**src/rtl/mem_arbiter.sv**
```systemverilog
// Two-port memory arbiter: instruction fetch and data load/store share one memory port.
// Data wins ties, bounded by a streak counter so instruction fetch is never starved.
module mem_arbiter #(
  parameter int WIDTH          = 64,
  parameter int MAX_DATA_BURST = 4
) (
  input  logic             p_clk,
  input  logic             p_rst,
  // instruction port
  input  logic [WIDTH-1:0] p_INST_MemAddress,
  input  logic             p_INST_MemRead,
  output logic [31:0]      p_INST_MemDataIn,
  output logic             p_INST_MemWait,
  // data port
  input  logic [WIDTH-1:0] p_DATA_MemAddress,
  input  logic [WIDTH-1:0] p_DATA_MemDataOut,
  input  logic             p_DATA_MemRead,
  input  logic [3:0]       p_DATA_MemWrite,
  output logic [WIDTH-1:0] p_DATA_MemDataIn,
  output logic             p_DATA_MemWait,
  // memory port
  output logic [WIDTH-1:0] p_MEM_Address,
  output logic [WIDTH-1:0] p_MEM_WriteData,
  output logic             p_MEM_Read,
  output logic [3:0]       p_MEM_Write,
  input  logic [WIDTH-1:0] p_MEM_ReadData,
  input  logic             p_MEM_Ready,
  output logic [1:0]       p_ARB_Grant
);

  localparam int              SW         = $clog2(MAX_DATA_BURST + 1);
  localparam logic [SW-1:0]   MAX_STREAK = SW'(MAX_DATA_BURST);

  // Encoding doubles as the grant code.
  typedef enum logic [1:0] {
    S_IDLE     = 2'b00,
    S_INST_ACC = 2'b01,
    S_DATA_ACC = 2'b10
  } state_t;

  state_t           r_state, w_next_state;
  logic [WIDTH-1:0] r_mem_addr, w_next_addr;
  logic [WIDTH-1:0] r_mem_wdata, w_next_wdata;
  logic             r_mem_read, w_next_read;
  logic [3:0]       r_mem_write, w_next_write;
  logic [SW-1:0]    r_streak, w_next_streak;

  logic w_inst_req;
  logic w_data_req;
  logic w_streak_full;
  logic w_data_wins;

  assign w_inst_req    = p_INST_MemRead;
  assign w_data_req    = p_DATA_MemRead || (p_DATA_MemWrite != 4'b0000);
  assign w_streak_full = (r_streak == MAX_STREAK);
  assign w_data_wins   = w_data_req && !(w_inst_req && w_streak_full);

  // NOTE: every signal gets its hold value first so no path through the case leaves it unassigned (no latches).
  always_comb begin
    w_next_state  = r_state;
    w_next_addr   = r_mem_addr;
    w_next_wdata  = r_mem_wdata;
    w_next_read   = r_mem_read;
    w_next_write  = r_mem_write;
    w_next_streak = r_streak;

    case (r_state)
      S_IDLE: begin
        if (!w_inst_req) begin
          w_next_streak = '0;
        end

        if (w_data_wins) begin
          w_next_state = S_DATA_ACC;
          w_next_addr  = p_DATA_MemAddress;
          w_next_wdata = p_DATA_MemDataOut;
          // A store beats a simultaneous load strobe.
          if (p_DATA_MemWrite != 4'b0000) begin
            w_next_read  = 1'b0;
            w_next_write = p_DATA_MemWrite;
          end else begin
            w_next_read  = 1'b1;
            w_next_write = 4'b0000;
          end
          if (w_inst_req && !w_streak_full) begin
            w_next_streak = r_streak + 1'b1;
          end
        end else if (w_inst_req) begin
          w_next_state  = S_INST_ACC;
          w_next_addr   = p_INST_MemAddress;
          w_next_read   = 1'b1;
          w_next_write  = 4'b0000;
          w_next_streak = '0;
        end
      end

      S_INST_ACC, S_DATA_ACC: begin
        if (p_MEM_Ready) begin
          w_next_state = S_IDLE;
          w_next_read  = 1'b0;
          w_next_write = 4'b0000;
        end
      end

      default: begin
        w_next_state = S_IDLE;
        w_next_read  = 1'b0;
        w_next_write = 4'b0000;
      end
    endcase
  end

  // NOTE: sequential state uses non-blocking assignments so all registers update from pre-edge values.
  always_ff @(posedge p_clk) begin
    if (p_rst) begin
      r_state     <= S_IDLE;
      r_mem_addr  <= '0;
      r_mem_wdata <= '0;
      r_mem_read  <= 1'b0;
      r_mem_write <= 4'b0000;
      r_streak    <= '0;
    end else begin
      r_state     <= w_next_state;
      r_mem_addr  <= w_next_addr;
      r_mem_wdata <= w_next_wdata;
      r_mem_read  <= w_next_read;
      r_mem_write <= w_next_write;
      r_streak    <= w_next_streak;
    end
  end

  assign p_MEM_Address    = r_mem_addr;
  assign p_MEM_WriteData  = r_mem_wdata;
  assign p_MEM_Read       = r_mem_read;
  assign p_MEM_Write      = r_mem_write;
  assign p_ARB_Grant      = r_state;

  // Wait drops in the same cycle Ready completes the owning access.
  assign p_INST_MemWait   = w_inst_req && !((r_state == S_INST_ACC) && p_MEM_Ready);
  assign p_DATA_MemWait   = w_data_req && !((r_state == S_DATA_ACC) && p_MEM_Ready);
  assign p_INST_MemDataIn = p_MEM_ReadData[31:0];
  assign p_DATA_MemDataIn = p_MEM_ReadData;

endmodule

```
**config.mk**
```make
export PLATFORM = sky130hd
export DESIGN_NAME = mem_arbiter
export DESIGN_NICKNAME = d
export VERILOG_FILES = /design/src/rtl/mem_arbiter.sv
export SDC_FILE = /design/constraint.sdc
export NUM_CORES = 1
export LEC_CHECK = 0
export CAP_MARGIN = 30
export CORE_AREA = 2 2 192 194
export CTS_BUF_LIST = sky130_fd_sc_hd__clkbuf_4 sky130_fd_sc_hd__clkbuf_8 sky130_fd_sc_hd__clkbuf_16
export CTS_CLUSTER_DIAMETER = 100
export DETAILED_ROUTE_END_ITERATION = 6
export DIE_AREA = 0 0 194 196
export SLEW_MARGIN = 25
export SYNTH_ARGS = -nofsm -noshare
export SYNTH_HDL_FRONTEND = slang
export SYNTH_SLANG_ARGS = --single-unit
export TNS_END_PERCENT = 100
```
**constraint.sdc**
```tcl
create_clock -name p_clk -period 2.5 [get_ports p_clk]
set_clock_uncertainty 0.15 [all_clocks]
set_input_delay 0.25 -clock p_clk [delete_from_list [all_inputs] [get_ports p_clk]]
set_output_delay 0.25 -clock p_clk [all_outputs]
set_load 0.05 [all_outputs]
```
### After elaboration in Yosys (flattened, before gate mapping)

Cells that the tools add are included.

* $add $sub $neg: 1
* multiply operators: 0
* divide/modulo/power cells: 0
* $lt $le $gt $ge: 0
* equality and inequality tests: 5
* shift-type cells: 0
* multiplexer cells: 20
* bitwise operators: 0
* reductions and logical operators: 19

Operators by type and width (number)
* $mux W64: 2
* $mux W4: 4
* $mux W3: 4
* $pmux W4 S2: 1
* $logic_and A1 B1 Y1: 7
* $mux W2: 3
* $reduce_and A2 Y1: 3
* $logic_not A1 Y1: 4
* $mux W1: 4
* $pmux W2 S2: 1
* $reduce_bool A4 Y1: 1
* $add A3 B1 Y3 const B: 1
* $eq A3 B3 Y1 const B: 1
* $ne A3 B3 Y1 const B: 1
* $eq A2 B1 Y1 const B: 1
* $eq A2 B2 Y1 const B: 1
* $logic_not A2 Y1: 1
* $ne A2 B2 Y1 const B: 1
* $pmux W1 S2: 1
* $reduce_bool A2 Y1: 1
* $reduce_or A2 Y1: 1
* $logic_or A1 B1 Y1: 1

* flip-flop bits (word level): 138
* bits in latches: 0
* RAM bits: 0
* ROM bits: 0
* input bits: 265
* output and inout port bits: 233
* word-level logic and storage cells: 51
* memories: 0

### Depth between registers and ports, before layout

Gate-level depths: netlist of the first run.

* word-level depth: 6
* depth in mapped cells: 8
* depth with buffers taken out: 6

### Worst setup path after synthesis of the first run

OpenSTA, ideal clock, no wires.

* path kind: register to output
* start point: register r_state[1], in the netlist p_ARB_Grant[1]
* end point: output p_INST_MemWait
* arrival time: 2081 ps
* setup slack: 19 ps
* stages on the path, launching flop included: 4
* cells stage by stage: dfxtp_1 inv_1 ha_1 a21boi_0

* cells in the longest elaborated chain, start to end: 4

Ends and longest elaborated chain
* start: declaration: line 41 `state_t r_state, w_next_state;`
* start signal: assignment: line 123 `r_state <= w_next_state;`
* $eq A2 B1 Y1: line 139 `assign p_INST_MemWait = w_inst_req && !((r_state == S_INST_ACC) && p_MEM_Ready);`
* $logic_and A1 B1 Y1: line 139
* $logic_not A1 Y1: line 139
* $logic_and A1 B1 Y1: line 139
* end: declaration: line 13 `output logic p_INST_MemWait,`

No other way between the ends.

### Worst setup path in the final report of the first run

* start point: register r_state[1], in the netlist p_ARB_Grant[1]
* end point: register r_mem_addr[20], in the netlist p_MEM_Address[20]

* cells in the longest elaborated chain, start to end: 2

Ends and longest elaborated chain
* $logic_not A2 Y1: line 67 `case (r_state)`
* $reduce_and A2 Y1 (no source line)
* end signal: assignment: line 124 `r_mem_addr <= w_next_addr;`
* end: declaration: line 42 `logic [WIDTH-1:0] r_mem_addr, w_next_addr;`

No other way between the ends.
A chain may end at the register's enable or synchronous reset.

==> impl_metrics.json, run 1 <==
{
  "maxCapViolCount": 0,
  "grt_max_degree": 83,
  "power.density_nw_per_um2": 750,
  "fill_cells": 3887,
  "ant_nets": 0,
  "grt_pass1_wl_mm": 33.9,
  "dieArea_um2": 38000,
  "fin_tns_setup_ns": 0,
  "synth_seq_cells": 138,
  "min_period_ns": 2.18,
  "clockBufferDepth": 2,
  "period_share": 0.871,
  "status": "finished, final reports clean",
  "cp.arrival_ns": 2.36,
  "core_um2": 36100,
  "hp-start": "p_DATA_MemDataOut[46]",
  "post-route-util": 0.284,
  "syn_to_final_growth_pct": 62.9,
  "cts_resized": 0,
  "drcViolationCount": 0,
  "diodes": 0,
  "cts_tree": "built",
  "synth_cell_types": 32,
  "cp_max_fo": 25,
  "start_util": 0.174,
  "hold_viol_final": 0,
  "async_reset_ff_frac": 0,
  "layout-drive-gt1-share": 0.0703,
  "cts_root_buf": "clkbuf_16",
  "routed-via-count": 6154,
  "firstDrtPassIters": 4,
  "final-setup-viol-count": 0,
  "antenna_found_initial": 1,
  "synthFlopType": "dfxtp_1",
  "nets": 1295,
  "p_leak_uw": 0.00388,
  "grt_pass1_vias": 5921,
  "slew_viol_final": 0,
  "groute.usage.overall": 0.117,
  "start_kind": "register",
  "crit_required_ns": 2.68,
  "clkLatencyLatePin_ns": 0.43,
  "rows": 70,
  "fp.dieH_um": 196,
  "cts_buffers": 17,
  "clk_pin_slew_ns": 0.06,
  "wl_mm": 23.0,
  "syn_avg_cell_area_um2": 7.86,
  "endpoint_kind": "register",
  "yosys_warnings": 0,
  "numClockSinks": 138,
  "worst-setup-path-type": "reg2reg",
  "synth_area_leaders": "dfxtp_1 44%, nand2_1 16%, buf_4 13%, a311oi_1 7.8%, a21oi_1 5.4%",
  "gp_congestion": 0.752,
  "synth_edf_count": 0,
  "io_pins": 498,
  "dp_hpwl_mm": 17.2,
  "slew_headroom": 0.579,
  "syn_inst": 799,
  "wl_per_cell_um": 15.3,
  "syn_area_um2": 6280,
  "worstMarginPinSlew_ns": 0.630,
  "synth_nets": 1069,
  "peakVddDrop_mv": 0.490,
  "drt-vias-per-instance": 4.09,
  "crit_start": "p_ARB_Grant[1]",
  "yosys.area.top_type": "dfxtp_1",
  "synth_top_area_share": 0.440,
  "max_freq_mhz": 459,
  "cts-htree-levels": 4,
  "portBuffers": 337,
  "overflow": 0,
  "ys_seq_area_frac": 0.440,
  "drt_iter0_drc": 146,
  "rsz0062_at_grt": "false",
  "hp-class": "in2reg",
  "fp.dieW_um": 194,
  "reg2reg_from": "p_ARB_Grant[1]"
}
## routing by layer
layer  GRT usage  routed length [um]
met4      0.0623                 815
met5           0                  13
met3      0.0583                2460
met1       0.123                9090
met2       0.193               10600
## kinds of logic (layout without fill, tap and decap cells)
group                    count (synthesis)  in the layout  share of synthesized area
adder cells (fa/ha/maj)                  5              5                    0.00996
flip-flops                             138            138                      0.440
buffers and inverters                  159            398                      0.160
AND/OR/NAND/NOR                        348            348                      0.218
AO/OA/AOI/OAI                          147            147                      0.168
multiplexers                             2              2                    0.00339
## per-stage QoR
stage	setup WS [ns]	instances	hold WS, ns	power [uW]	area, um^2
floorplan	0.0187	799	0.230	4320	6280
global placement	0.0772	1473	0.291	4900	9570
detailed placement	0.0614	1473	0.296	4920	9570
CTS	0.178	1506	0.169	7830	10200
global route	0.144	1506	0.190	8040	10200
finish	0.323	1506	0.215	7680	10200
## synthesized netlist by cell type, drive strengths merged (2+ instances only)
library cell,count
nand2,260
buf,111
o211ai,2
clkbuf,41
nor3,2
a21oi,69
dfxtp,138
a311oi,64
inv,7
o21ai,6
nand3,6
ha,5
nand2b,7
nor2,67
nor2b,2
## placed cells by master, fill, tap and decap left out, drive strengths merged
master,netlist,layout
dlygate4sd3,0,1
a21boi,1,1
clkbuf,41,21
o22ai,1,1
nor2,67,67
clkinv,0,2
bufinv,0,5
a31oi,1,1
a21oi,69,69
inv,7,9
buf,111,24
nor4,1,1
a311oi,64,64
o211ai,2,2
a211oi,1,1
nor3,2,2
clkinvlp,0,2
mux2,1,1
nor2b,2,2
o2111ai,1,1
nand3,6,6
nor4bb,1,1
nand2,260,260
mux2i,1,1
ha,5,5
or4,1,1
dfxtp,138,138
a22oi,1,1
clkdlybuf4s50,0,334
o21ai,6,6
nand2b,7,7
and3,1,1
## final timing paths
check             slack, ns  cells after the start                  end
hold reg to reg        0.30                      2  p_MEM_WriteData[17]
setup / recovery       0.32                      8    p_MEM_Address[20]
setup reg to reg       0.32                      8    p_MEM_Address[20]
hold / removal         0.22                      3  p_MEM_WriteData[46]
## report_power, final
part,internal [uW],leakage [uW],total (uW),switching (uW)
clock,1820,0.000316,2820,1010
combinational,897,0.00242,2300,1400
sequential,2430,0.00115,2560,124
total,5140,0.00388,7680,2530
## sequential cells by signal, indices dropped and copies added, names as in the netlist
| signal | cells |
|---|---|
| p_MEM_Read | 1 |
| p_MEM_Address | 64 |
| r_streak | 3 |
| p_ARB_Grant | 2 |
| p_MEM_WriteData | 64 |
| p_MEM_Write | 4 |
## critical path, cell delays in order (launching register included)
cell	delay, ns
dfxtp_1	0.34
inv_1	0.08
ha_1	0.33
inv_1	0.21
a21oi_4	0.22
buf_12	0.21
buf_4	0.19
nor2_1	0.05
a311oi_1	0.26
## timing repair
item	in CTS	in global routing
buffers inserted	0	0
hold endpoints to repair	10	0
hold buffers	1	0
## cell type report
type	instances	area, um^2	share of cell area
flip-flops and latches	138	2760	0.270
inverters	7	26.3	0.00257
multi-input cells	502	2570	0.251
well taps	468	586	0.0572
clock inverters	11	193	0.0188
clock buffers	21	455	0.0445
repair buffers	359	3650	0.356
Note: power is estimated with default switching activity, not from simulation.
==> run 2, diff against run 1 <==
- ABC_CLOCK_PERIOD_IN_PS: default -> 2460
- clock period: 2.5 -> 2.46 ns (I/O delays scaled with it)
==> impl_metrics.json, run 2 (synthesis gave the netlist of run 1 again) <==
{
  "status": "finished, final reports clean",
  "routed-via-count": 6134,
  "post_cts_buffers": 0,
  "wl_mm": 22.9,
  "rows": 70,
  "p_leak_uw": 0.00386,
  "power_uw": 7260,
  "cts_hold_buf": 0,
  "antenna_found_initial": 3,
  "fp.dieW_um": 194,
  "cts-htree-levels": 4,
  "diodes": 0,
  "crit_required_ns": 2.64,
  "slowest_delay_ns": 0.35,
  "gp_congestion": 0.738,
  "groute.usage.overall": 0.117,
  "clk_pin_slew_ns": 0.06,
  "slew_headroom": 0.581,
  "cts_root_buf": "clkbuf_16",
  "final_common_cell": "clkdlybuf4s50_1",
  "hold_viol_final": 0,
  "fill_cells": 3898,
  "drcViolationCount": 0,
  "hp-start": "p_rst",
  "final_cell_area_um2": 10100,
  "rsz0062_at_grt": "false",
  "drt-vias-per-instance": 4.06,
  "cts_resized": 0,
  "cts_buffers": 17,
  "grt_pass1_wl_mm": 34.0,
  "clkLatencyLatePin_ns": 0.43,
  "syn_to_final_growth_pct": 61.3,
  "reg2reg_from": "p_ARB_Grant[1]",
  "cp_cell_sequence": "inv_1 -> ha_1 -> inv_1 -> a21oi_4 -> buf_12 -> buf_12 -> nor2_1 -> a311oi_1",
  "dieArea_um2": 38000,
  "endpoint_kind": "register",
  "period_share": 0.886,
  "multi_input_comb_area_um2": 2560,
  "ff_latch_area_um2": 2760,
  "final-setup-viol-count": 0,
  "pre_cts_slack_ns": -0.0157,
  "layout-drive-gt1-share": 0.0740,
  "maxCapViolCount": 0,
  "overflow": 0,
  "min_period_ns": 2.18,
  "dpl_cell_area_um2": 9610,
  "layout_setup_ws_ns": 0.281,
  "power.density_nw_per_um2": 717,
  "drt_iter0_drc": 156,
  "peakVddDrop_mv": 0.450,
  "fp.dieH_um": 196,
  "layout_common_cells": "333 x clkdlybuf4s50_1, 260 x nand2_1, 138 x dfxtp_1",
  "worst-setup-path-type": "reg2reg",
  "fin_tns_setup_ns": 0,
  "wl_per_cell_um": 15.2,
  "core_um2": 36100,
  "hp-class": "in2reg",
  "max_freq_mhz": 459,
  "start_util": 0.174,
  "ant_nets": 0,
  "cp_max_fo": 27,
  "grt_pass1_vias": 5932,
  "grt_max_degree": 81,
  "worstMarginPinSlew_ns": 0.627,
  "clockBufferDepth": 2,
  "nets": 1300,
  "post-route-util": 0.281,
  "numClockSinks": 138,
  "slew_viol_final": 0,
  "start_kind": "register",
  "crit_start": "p_ARB_Grant[1]",
  "portBuffers": 337,
  "cp.arrival_ns": 2.36,
  "firstDrtPassIters": 4,
  "io_pins": 498,
  "crit_slowest_cell": "dfxtp_1",
  "dp_hpwl_mm": 17.2,
  "cts_tree": "built"
}
## run 2: per-stage QoR
stage          hold slack (ns)  instances
2_1_floorplan            0.226        799
3_3_place_gp             0.291       1478
3_5_place_dp             0.296       1478
4_1_cts                 0.0433       1508
5_1_grt                 0.0798       1509
6_report                0.0800       1509
## run 2: layout make-up
type	instances	area share
clock buffer	21	0.0462
clock inverter	9	0.00506
inverter	7	0.00259
multi-input combinational	502	0.253
sequential	138	0.273
tap	468	0.0578
timing repair buffer	364	0.363
## run 2: per-layer routing
metal | track usage | share of wire
met1 | 0.121 | 0.38
met2 | 0.197 | 0.47
met3 | 0.0641 | 0.11
met4 | 0.0522 | 0.027
met5 | 0 | 0.0017
## run 2: final timing paths
check                                      endpoint  slack [ns]  cells past startpoint
worst max register to register    p_MEM_Address[14]        0.28                      8
worst max-delay path              p_MEM_Address[14]        0.28                      8
worst min-delay path                    r_streak[0]        0.08                      2
worst min register to register  p_MEM_WriteData[24]        0.30                      2
## run 2: power breakdown
| part | leakage, uW | internal, uW | switching (uW) |
|---|---|---|---|
| Sequential | 0.00115 | 2470 | 121 |
| Clock | 0.000265 | 1340 | 993 |
| Combinational | 0.00245 | 918 | 1420 |
## run 2: critical path, delay by kind of cell, from the launching register on
family | cells | cell delay [ns]
AO/OA/AOI/OAI | 2 | 0.45
flip-flops | 1 | 0.35
AND/OR/NAND/NOR | 1 | 0.05
adder cells (fa/ha/maj) | 1 | 0.32
buffers and inverters | 4 | 0.71
==> run 3, diff against run 2 <==
- SLEW_MARGIN: 25 -> 0
==> impl_metrics.json, run 3 (synthesis gave the netlist of run 1 again) <==
{
  "fp.dieH_um": 196,
  "pre_cts_slack_ns": -0.0157,
  "multi_input_comb_area_um2": 2560,
  "maxCapViolCount": 0,
  "start_kind": "register",
  "slew_headroom": 0.385,
  "routed-via-count": 6127,
  "cts_tree": "built",
  "final-setup-viol-count": 0,
  "gp_congestion": 0.738,
  "min_period_ns": 2.18,
  "cp.arrival_ns": 2.36,
  "endpoint_kind": "register",
  "cp_num_cells": 8,
  "portBuffers": 337,
  "power_switching_uw": 2530,
  "fill_cells": 3897,
  "grt_max_degree": 81,
  "layout-drive-gt1-share": 0.0731,
  "pwr-share-comb": 0.322,
  "cp_num_buf_inv": 4,
  "layout_common_cells": "333 x clkdlybuf4s50_1, 260 x nand2_1, 138 x dfxtp_1",
  "reg2reg_from": "p_ARB_Grant[1]",
  "cts_root_buf": "clkbuf_16",
  "cts_buffers": 17,
  "overflow": 0,
  "cts_resized": 0,
  "ff_latch_area_um2": 2760,
  "fin_tns_setup_ns": 0,
  "groute.usage.overall": 0.117,
  "numClockSinks": 138,
  "ant_nets": 0,
  "drcViolationCount": 0,
  "grt_pass1_vias": 5932,
  "clockBufferDepth": 2,
  "hp-class": "in2reg",
  "hp-start": "p_rst",
  "dp_hpwl_mm": 17.2,
  "crit_required_ns": 2.64,
  "wl_per_cell_um": 15.2,
  "hold_viol_final": 0,
  "layout_setup_ws_ns": 0.281,
  "clk_pin_slew_ns": 0.06,
  "status": "finished, final reports clean",
  "post_cts_buffers": 0,
  "cts_hold_buf": 0,
  "final_common_cell": "clkdlybuf4s50_1",
  "antenna_found_initial": 3,
  "slowest_delay_ns": 0.35,
  "core_um2": 36100,
  "crit_start": "p_ARB_Grant[1]",
  "firstDrtPassIters": 4,
  "worstMarginPinSlew_ns": 0.918,
  "worstRegToRegCells": 8,
  "worst-setup-path-type": "reg2reg",
  "slew_viol_final": 0,
  "whs_path_depth": 2,
  "pwr-share-clk": 0.321,
  "cp_max_fo": 27,
  "period_share": 0.886,
  "nets": 1299,
  "cts-htree-levels": 4,
  "rows": 70,
  "internal-power_uw": 4730,
  "cp_cell_sequence": "inv_1 -> ha_1 -> inv_1 -> a21oi_4 -> buf_12 -> buf_12 -> nor2_1 -> a311oi_1",
  "peakVddDrop_mv": 0.451,
  "crit_slowest_cell": "dfxtp_1",
  "drt-vias-per-instance": 4.06,
  "diodes": 0,
  "rsz0062_at_grt": "false",
  "fp.dieW_um": 194,
  "wl_mm": 22.9,
  "dieArea_um2": 38000,
  "grt_pass1_wl_mm": 34.0,
  "power.density_nw_per_um2": 716,
  "drt_iter0_drc": 160,
  "p_leak_uw": 0.00385,
  "io_pins": 498,
  "start_util": 0.174,
  "crit_family": "buffers and inverters",
  "p_sw_frac": 0.348,
  "power_uw": 7250,
  "seq_power_share": 0.357,
  "syn_to_final_growth_pct": 61.2,
  "clkLatencyLatePin_ns": 0.43,
  "max_freq_mhz": 459
}
## run 3: cell types whose count changed in the layout (fill, tap and decap cells not counted), sizes merged
cell and delta:
buf -1
## run 3: power by group through the flow
stage / Clock, uW / Sequential [uW] / Combinational, uW
floorplan: 0 / 3430 / 963
global placement: 0 / 2630 / 2350
detailed placement: 0 / 2640 / 2360
finish: 2330 / 2590 / 2330
global route: 2540 / 2620 / 2480
CTS: 2450 / 2600 / 2370
## run 3: final timing paths
kind	slack, ns	endpoint
setup reg to reg	0.28	p_MEM_Address[14]
setup / recovery	0.28	p_MEM_Address[14]
hold reg to reg	0.30	p_MEM_WriteData[24]
hold / removal	0.08	r_streak[0]
## run 3: through the flow
step	utilization	instances	hold slack, ns	cell area, um^2
after floorplan	-	799	0.226	6280
after global placement	0.266	1478	0.291	9610
after detailed placement	0.266	1478	0.296	9610
after CTS	0.281	1508	0.0433	10100
after global routing	0.281	1508	0.0798	10100
final	0.281	1508	0.0831	10100
## run 3: metal layers
layer | up-vias | track usage | wire [um]
li1 | 3022 | - | -
met1 | 2731 | 0.121 | 8770
met2 | 334 | 0.197 | 10800
met3 | 34 | 0.0641 | 2640
met4 | 6 | 0.0522 | 610
met5 | - | 0 | 39
## run 3: final cells by class
cell class	count	share of cell area
Inverter	7	0.00259
Multi-Input combinational cell	502	0.253
Timing Repair Buffer	363	0.363
Sequential cell	138	0.273
Tap cell	468	0.0578
Clock inverter	9	0.00507
Clock buffer	21	0.0462
